===== src/rtl/sgpr_replay_rf.sv =====
// sgpr_replay_rf: 32x32 register file with x0 hard-wired to zero and a shadow bank one committed write behind for replay rollback
module sgpr_replay_rf #(
    parameter int ADDR_WIDTH = 5,
    parameter int DATA_WIDTH = 32
) (
    input  logic                  clk,
    input  logic                  rst_n,
    input  logic                  test_en_i,
    input  logic [ADDR_WIDTH-1:0] raddr_a_i,
    output logic [DATA_WIDTH-1:0] rdata_a_o,
    input  logic [ADDR_WIDTH-1:0] raddr_b_i,
    output logic [DATA_WIDTH-1:0] rdata_b_o,
    input  logic [ADDR_WIDTH-1:0] waddr_a_i,
    input  logic [DATA_WIDTH-1:0] wdata_a_i,
    input  logic                  we_a_i,
    input  logic                  replay
);
    localparam int NREG = 2 ** ADDR_WIDTH;
    logic [DATA_WIDTH-1:0] main_bank   [1:NREG-1];
    logic [DATA_WIDTH-1:0] shadow_bank [1:NREG-1];
    logic                  p_valid;
    logic [ADDR_WIDTH-1:0] p_addr;
    logic [DATA_WIDTH-1:0] p_data;
    logic                  wr_ok;
    logic                  unused_test_en;
    assign unused_test_en = test_en_i;
    assign wr_ok = we_a_i && (waddr_a_i != '0);
    // rst_n is active-high despite its name
    always_ff @(posedge clk or posedge rst_n) begin
        if (rst_n) begin
            for (int i = 1; i < NREG; i++) begin
                main_bank[i]   <= '0;
                shadow_bank[i] <= '0;
            end
            p_valid <= 1'b0;
            p_addr  <= '0;
            p_data  <= '0;
        end else if (replay) begin
            for (int i = 1; i < NREG; i++)
                main_bank[i] <= shadow_bank[i];
            p_valid <= 1'b0;
        end else begin
            // the previous write becomes the checkpoint as soon as another non-replay edge passes
            if (p_valid)
                shadow_bank[p_addr] <= p_data;
            if (wr_ok) begin
                main_bank[waddr_a_i] <= wdata_a_i;
                p_addr               <= waddr_a_i;
                p_data               <= wdata_a_i;
            end
            p_valid <= wr_ok;
        end
    end
    assign rdata_a_o = (raddr_a_i == '0) ? '0 : main_bank[raddr_a_i];
    assign rdata_b_o = (raddr_b_i == '0) ? '0 : main_bank[raddr_b_i];
endmodule


===== config.mk =====
export PLATFORM = sky130hd
export DESIGN_NAME = sgpr_replay_rf
export DESIGN_NICKNAME = d
export VERILOG_FILES = /design/src/rtl/sgpr_replay_rf.sv
export SDC_FILE = /design/constraint.sdc
export NUM_CORES = 2
export LEC_CHECK = 0
export ABC_AREA = 0
export ABC_CLOCK_PERIOD_IN_PS = 212700
export CORE_UTILIZATION = 65
export DETAILED_ROUTE_END_ITERATION = 10
export PLACE_DENSITY = 0.9
export SLEW_MARGIN = 15
export SYNTH_ARGS = -nofsm -noshare
export SYNTH_HDL_FRONTEND = slang
export SYNTH_SLANG_ARGS = --single-unit

===== constraint.sdc =====
create_clock -name clk -period 212.7 [get_ports clk]
set_clock_uncertainty 0.1 [all_clocks]
set_input_delay 63.81 -clock clk [delete_from_list [all_inputs] [get_ports clk]]
set_output_delay 63.81 -clock clk [all_outputs]
set_load 0.01 [all_outputs]

**Word level (Yosys, flattened, before mapping)**

Index checks and enable logic that the tools add are counted.

- Bits in read-only memories: 0
- Input port bits: 52
- Register bits after elaboration: 2022
- Memories: 0
- RAM bits: 0
- Latch bits: 0
- Output and inout port bits: 64

- Mux-type cells: 17
- Shift operators: 0
- Multiply operators: 0
- Eq/ne operators: 0
- Bitwise operators: 5
- Div/mod/pow operators: 0
- Add/subtract/negate cells: 0
- Reduce and logical (&&, ||, !) cells: 9
- Magnitude comparators: 6

Operators with widths:

| kind | number |
|---|---|
| bitwise mux 992 bit | 2 |
| 2-to-1 mux 992 bit | 2 |
| binary-select mux 32 bit (select 5 bit) | 2 |
| demux 32 bit (select 5 bit) | 2 |
| 2-to-1 mux 32 bit | 8 |
| greater-or-equal comparator 6 bit (second input constant) | 4 |
| inverter 5 -> 6 bit | 4 |
| < comparator 6 x 1 -> 1 bit (second input constant) | 2 |
| logical NOT 5 bit | 2 |
| nonzero test 5 bit | 1 |
| AND reduction 2 bit | 2 |
| logical AND 1 bit | 3 |
| nonzero test 2 bit | 1 |
| 2-to-1 mux 1 bit | 1 |
| inverter 1 bit | 1 |

**Logic depth before layout (Yosys ltp)**

- Depth in word-level cells: 8
- Mapped depth: 9
- Gate-level depth less buffers: 5

**Worst setup path before layout**

No wires, ideal clock.

- Path type: in2out
- Start: in raddr_b_i[1]
- End: out rdata_b_o[14]
- Stages on the path: 6
- Buffers on the path: 3
- Data required time: 148790 ps
- Arrival time: 65521 ps
- Path slack: 83269 ps
- Cell sequence: buf_2 buf_6 clkbuf_1 mux4_2 mux4_2 mux2_2

- Longest elaborated chain between the ends: 5
- Elaborated cells between the ends (all ways): 6
- Classes of those cells: 4 x mux; 1 x bitwise; 1 x reduce/logical

RTL lines:

| item | RTL line | source |
|---|---|---|
| start: declaration | 11 | `input logic [ADDR_WIDTH-1:0] raddr_b_i,` |
| inverter 5 -> 6 bit (not written as such) | 55 | `assign rdata_b_o = (raddr_b_i == '0) ? '0 : main_bank[raddr_b_i];` |
| binary-select mux 32 bit (select 5 bit) | 55 |  |
| 2-to-1 mux 32 bit (not written as such) (2 in series) | 55 |  |
| 2-to-1 mux 32 bit (*) | 55 |  |
| end: declaration | 12 | `output logic [DATA_WIDTH-1:0] rdata_b_o,` |

Every way passes the cells marked *; elsewhere a longest branch is shown, timed or not. The select of a mux whose other input is x is not followed.

**Worst setup path after layout**

- Start: in raddr_b_i[2]
- End: out rdata_b_o[22]

Same word-level chain as after synthesis.

==> summary by stage <==
Final layout
After the last flow step, the layout net total stands at 7793. The most frequent standard cell in the layout excluding fill and tap cells is dfrtp_1. In the layout the commonest cells are dfrtp_1 (2022), mux2i_1 (1116), mux2_2 (1086). The final-layout fill cell count is 8748. The layout overhead on the synthesized area is 8.366%.

The fraction of final layout cells with drive strength greater than 1 is 0.2611.

Synthesis
The number of storage elements in the synthesis netlist is 2022. The fraction of registers with async set or reset after synthesis is 1.000. The post-synthesis xor/xnor area fraction is 0.

The post-synth net total is 8164. Of the total synthesized cell area, the portion taken by AND, OR, NAND and NOR gates is 0.05288. The dominant combinational cell family by area after synthesis is multiplexers. The average cell area after synthesis is 12.36 sq um.

Of the total synthesized cell area, the portion taken by full adders, half adders and majority gates is 0. The part of the Yosys area used for sequential elements is 0.5048. The count of warnings emitted by yosys is 0. The number of flops mapped to enable cells by yosys is 0. In the synthesized netlist the dominant register cell turns out to be dfrtp_1. Of the post-synthesis cell area, the part taken by muxes is 0.3342. Synthesis produced a netlist whose cell count is 8112. The netlist uses 40 different library cells. The fraction of the mapped netlist area in compound gates came to 0.07233.

In this run the cell area of the synthesized design comes to 100200 sq um.

Timing
The final-report max-slew violation count was 0. After layout, the minimum clock period comes to 132.63 ns. The accumulated negative setup slack is 0 ns. The number of endpoints with negative hold slack in the final report was 0. Headroom to the max-slew limit came out at 0.08310.

The period utilization is 0.6235. The final setup violation count is 0. Setup repair after global routing left no endpoint under its margin. Once routing completed, OpenROAD measured the worst setup slack at 80.07 ns. The transition at the pin with the smallest max-transition slack is 1.372 ns. Timing would allow up to 7.540 MHz.

Placed design
The pre-CTS setup slack is 80.43 ns. In this run the tool buffered the top-level ports with 114 buffer cells. The detailed placer's ending HPWL is 174400 um.

At the end of routability-driven placement, the weighted congestion stood at 0.8944.

Global routing
The first-pass GRT wire length is 489300 um. The largest net degree at the start of global routing is 294. For this run the aggregate overflow at the end of global routing stands at 0. The number of antenna violations at the first check in global routing came to 22.

The via count of the first global-routing pass is 75.34k. The total track usage is 0.4259.

CTS
After clock tree synthesis, the flow added hold-fix buffers numbering 0. TritonCTS built the clock tree. The CTS sink count is 2022. CTS placed an instance of clkbuf_16 at the clock tree root.

The CTS clock-pin slew for the worst setup and hold paths is 0.06 ns. The later pin in the worst-skew pair is clocked with a latency of 0.87 ns. The maximum level of the CTS H-tree is 4. Counting along the longest clock path gives a buffer depth of 3. The number of clock buffers inserted by TritonCTS is 193. Once the clock tree was built, the resizer swapped 0 gates to a different size.

The post-CTS setup buffer count is 0.

Floorplan
The floorplan step set the die width to 394.7 um. The floorplan step set the die height to 394.7 um. The floorplan has 143 rows. The starting density of the core is 0.6576. The area of the die is 155800 sq um. The I/O pin count is 116. The total area inside the core boundary comes to 152400 sq um.

Detailed routing
The routed design has 330700 um of wire. The first detailed-routing pass ran for 7 iterations. The via density per instance is 7.422. The count of nets left with antenna violations once routing finished came out at 0. The number of DRC markers in iteration 0 is 11.92k. Detailed routing inserted a total of 73.79k vias. The post-detailed-route wirelength per cell is 33.27 um. The residual DRC count is 0.

Setup path
The maximum fanout count along the critical path is 105. Data arrives at the worst endpoint at 68.72 ns. The capturing element type of the critical path is a primary output. The critical path in this run is classified as primary input to primary output. The kind of start point of the critical path is a primary input. For the worst setup path, the data required time is 148.79 ns. For the worst flop-to-flop path, the logic depth is 4.

Status
The run finished with clean final reports.

Flow run
Across the run, the number of max-cap violations was 0.

Power
The worst-case IR drop observed on VDD is 0.01021 mV. For this design the static power due to leakage is 48.12 nW. For this design the ratio of total power to cell area is 9.542 nW/um^2.

Min path
The worst hold-check path type is register to register. Along the worst hold path, the cell count comes to 2.
## Yosys cell counts (20+ instances only)
cell type / n / share of area
a2111oi_0: 20 / 0.0017
a211oi_1: 43 / 0.0032
a21oi_1: 50 / 0.0025
a221oi_1: 53 / 0.0046
a22o_1: 34 / 0.0030
a22oi_1: 49 / 0.0037
buf_1: 60 / 0.0022
buf_2: 192 / 0.0096
buf_4: 55 / 0.0041
clkbuf_1: 505 / 0.019
dfrtp_1: 2022 / 0.50
mux2_1: 57 / 0.0064
mux2_2: 1086 / 0.12
mux2i_1: 1116 / 0.11
mux4_2: 420 / 0.094
nand2_1: 1012 / 0.038
nor2_1: 89 / 0.0033
nor2b_1: 47 / 0.0029
nor3_1: 35 / 0.0017
nor3b_1: 28 / 0.0021
o21ai_0: 416 / 0.021
o21ai_1: 589 / 0.029
## final cells by class
class / instances / area (sq um) / area share
diodes: 20 / 50.05 / 0.0004607
clock buffers: 288 / 5834 / 0.05371
clock inverters: 57 / 795.8 / 0.007325
inverters: 14 / 60.06 / 0.0005529
multi-input cells: 5260 / 46520 / 0.4282
flip-flops and latches: 2022 / 50600 / 0.4658
well taps: 2030 / 2540 / 0.02338
repair buffers: 250 / 2235 / 0.02057
## worst paths after layout
check,from,to,slack (ns)
setup / recovery,raddr_b_i[2],rdata_b_o[22],80.07
hold / removal,shadow_bank[198]$_DFFE_PP0P_,main_bank[198]$_DFFE_PP0P_,0.37
setup reg to reg,p_addr[0]$_DFFE_PP0P_,shadow_bank[238]$_DFFE_PP0P_,209.26
hold reg to reg,shadow_bank[198]$_DFFE_PP0P_,main_bank[198]$_DFFE_PP0P_,0.37
max in group asynchronous,rst_n,shadow_bank[747]$_DFFE_PP0P_,143.97
min in group asynchronous,rst_n,main_bank[706]$_DFFE_PP0P_,63.40
## critical path, cell delays in order
cell and delay [ns]:
buf_8 0.55, buf_12 0.59, buf_4 0.68, nand2_1 0.82, o221ai_1 1.15, clkdlybuf4s50_1 0.84
## kinds of logic after synthesis
family,after synthesis
mux,2679
flops,2022
compound gates,1294
simple gates,1287
buf+inv,830
## power breakdown
part | switching (mW) | leakage, nW | internal, mW
sequential | 0.0552 | 27.5 | 0.448
clock | 0.155 | 3.26 | 0.209
combinational | 0.0856 | 17.3 | 0.0838
total | 0.296 | 48.1 | 0.741
## state kept, by name (all words and copies together), names as in the netlist
name         cells
p_valid          1
p_addr           5
p_data          32
shadow_bank    992
main_bank      992
## through the flow
stage | power [mW] | hold WS (ns) | cell area, sq um | util | cells
2_1_floorplan | 0.6157 | 0.3444 | 100200 | - | 8112
3_3_place_gp | 0.6505 | 0.3554 | 102000 | 0.6690 | 9574
3_5_place_dp | 0.6660 | 0.3618 | 102000 | 0.6690 | 9574
4_1_cts | 1.027 | 0.3730 | 108600 | 0.7125 | 9919
5_1_grt | 1.066 | 0.3935 | 108600 | 0.7123 | 9925
6_report | 1.037 | 0.3668 | 108600 | 0.7126 | 9941
## per-layer routing
layer | vias to the layer above | global-route usage | part of all wire
met5 | - | 0.002463 | 0.00096
met4 | 30 | 0.3653 | 0.10
met3 | 2156 | 0.1796 | 0.15
met2 | 6240 | 0.5930 | 0.42
met1 | 36820 | 0.5098 | 0.32
li1 | 28540 | - | -
(Power assumes the default switching activity.)
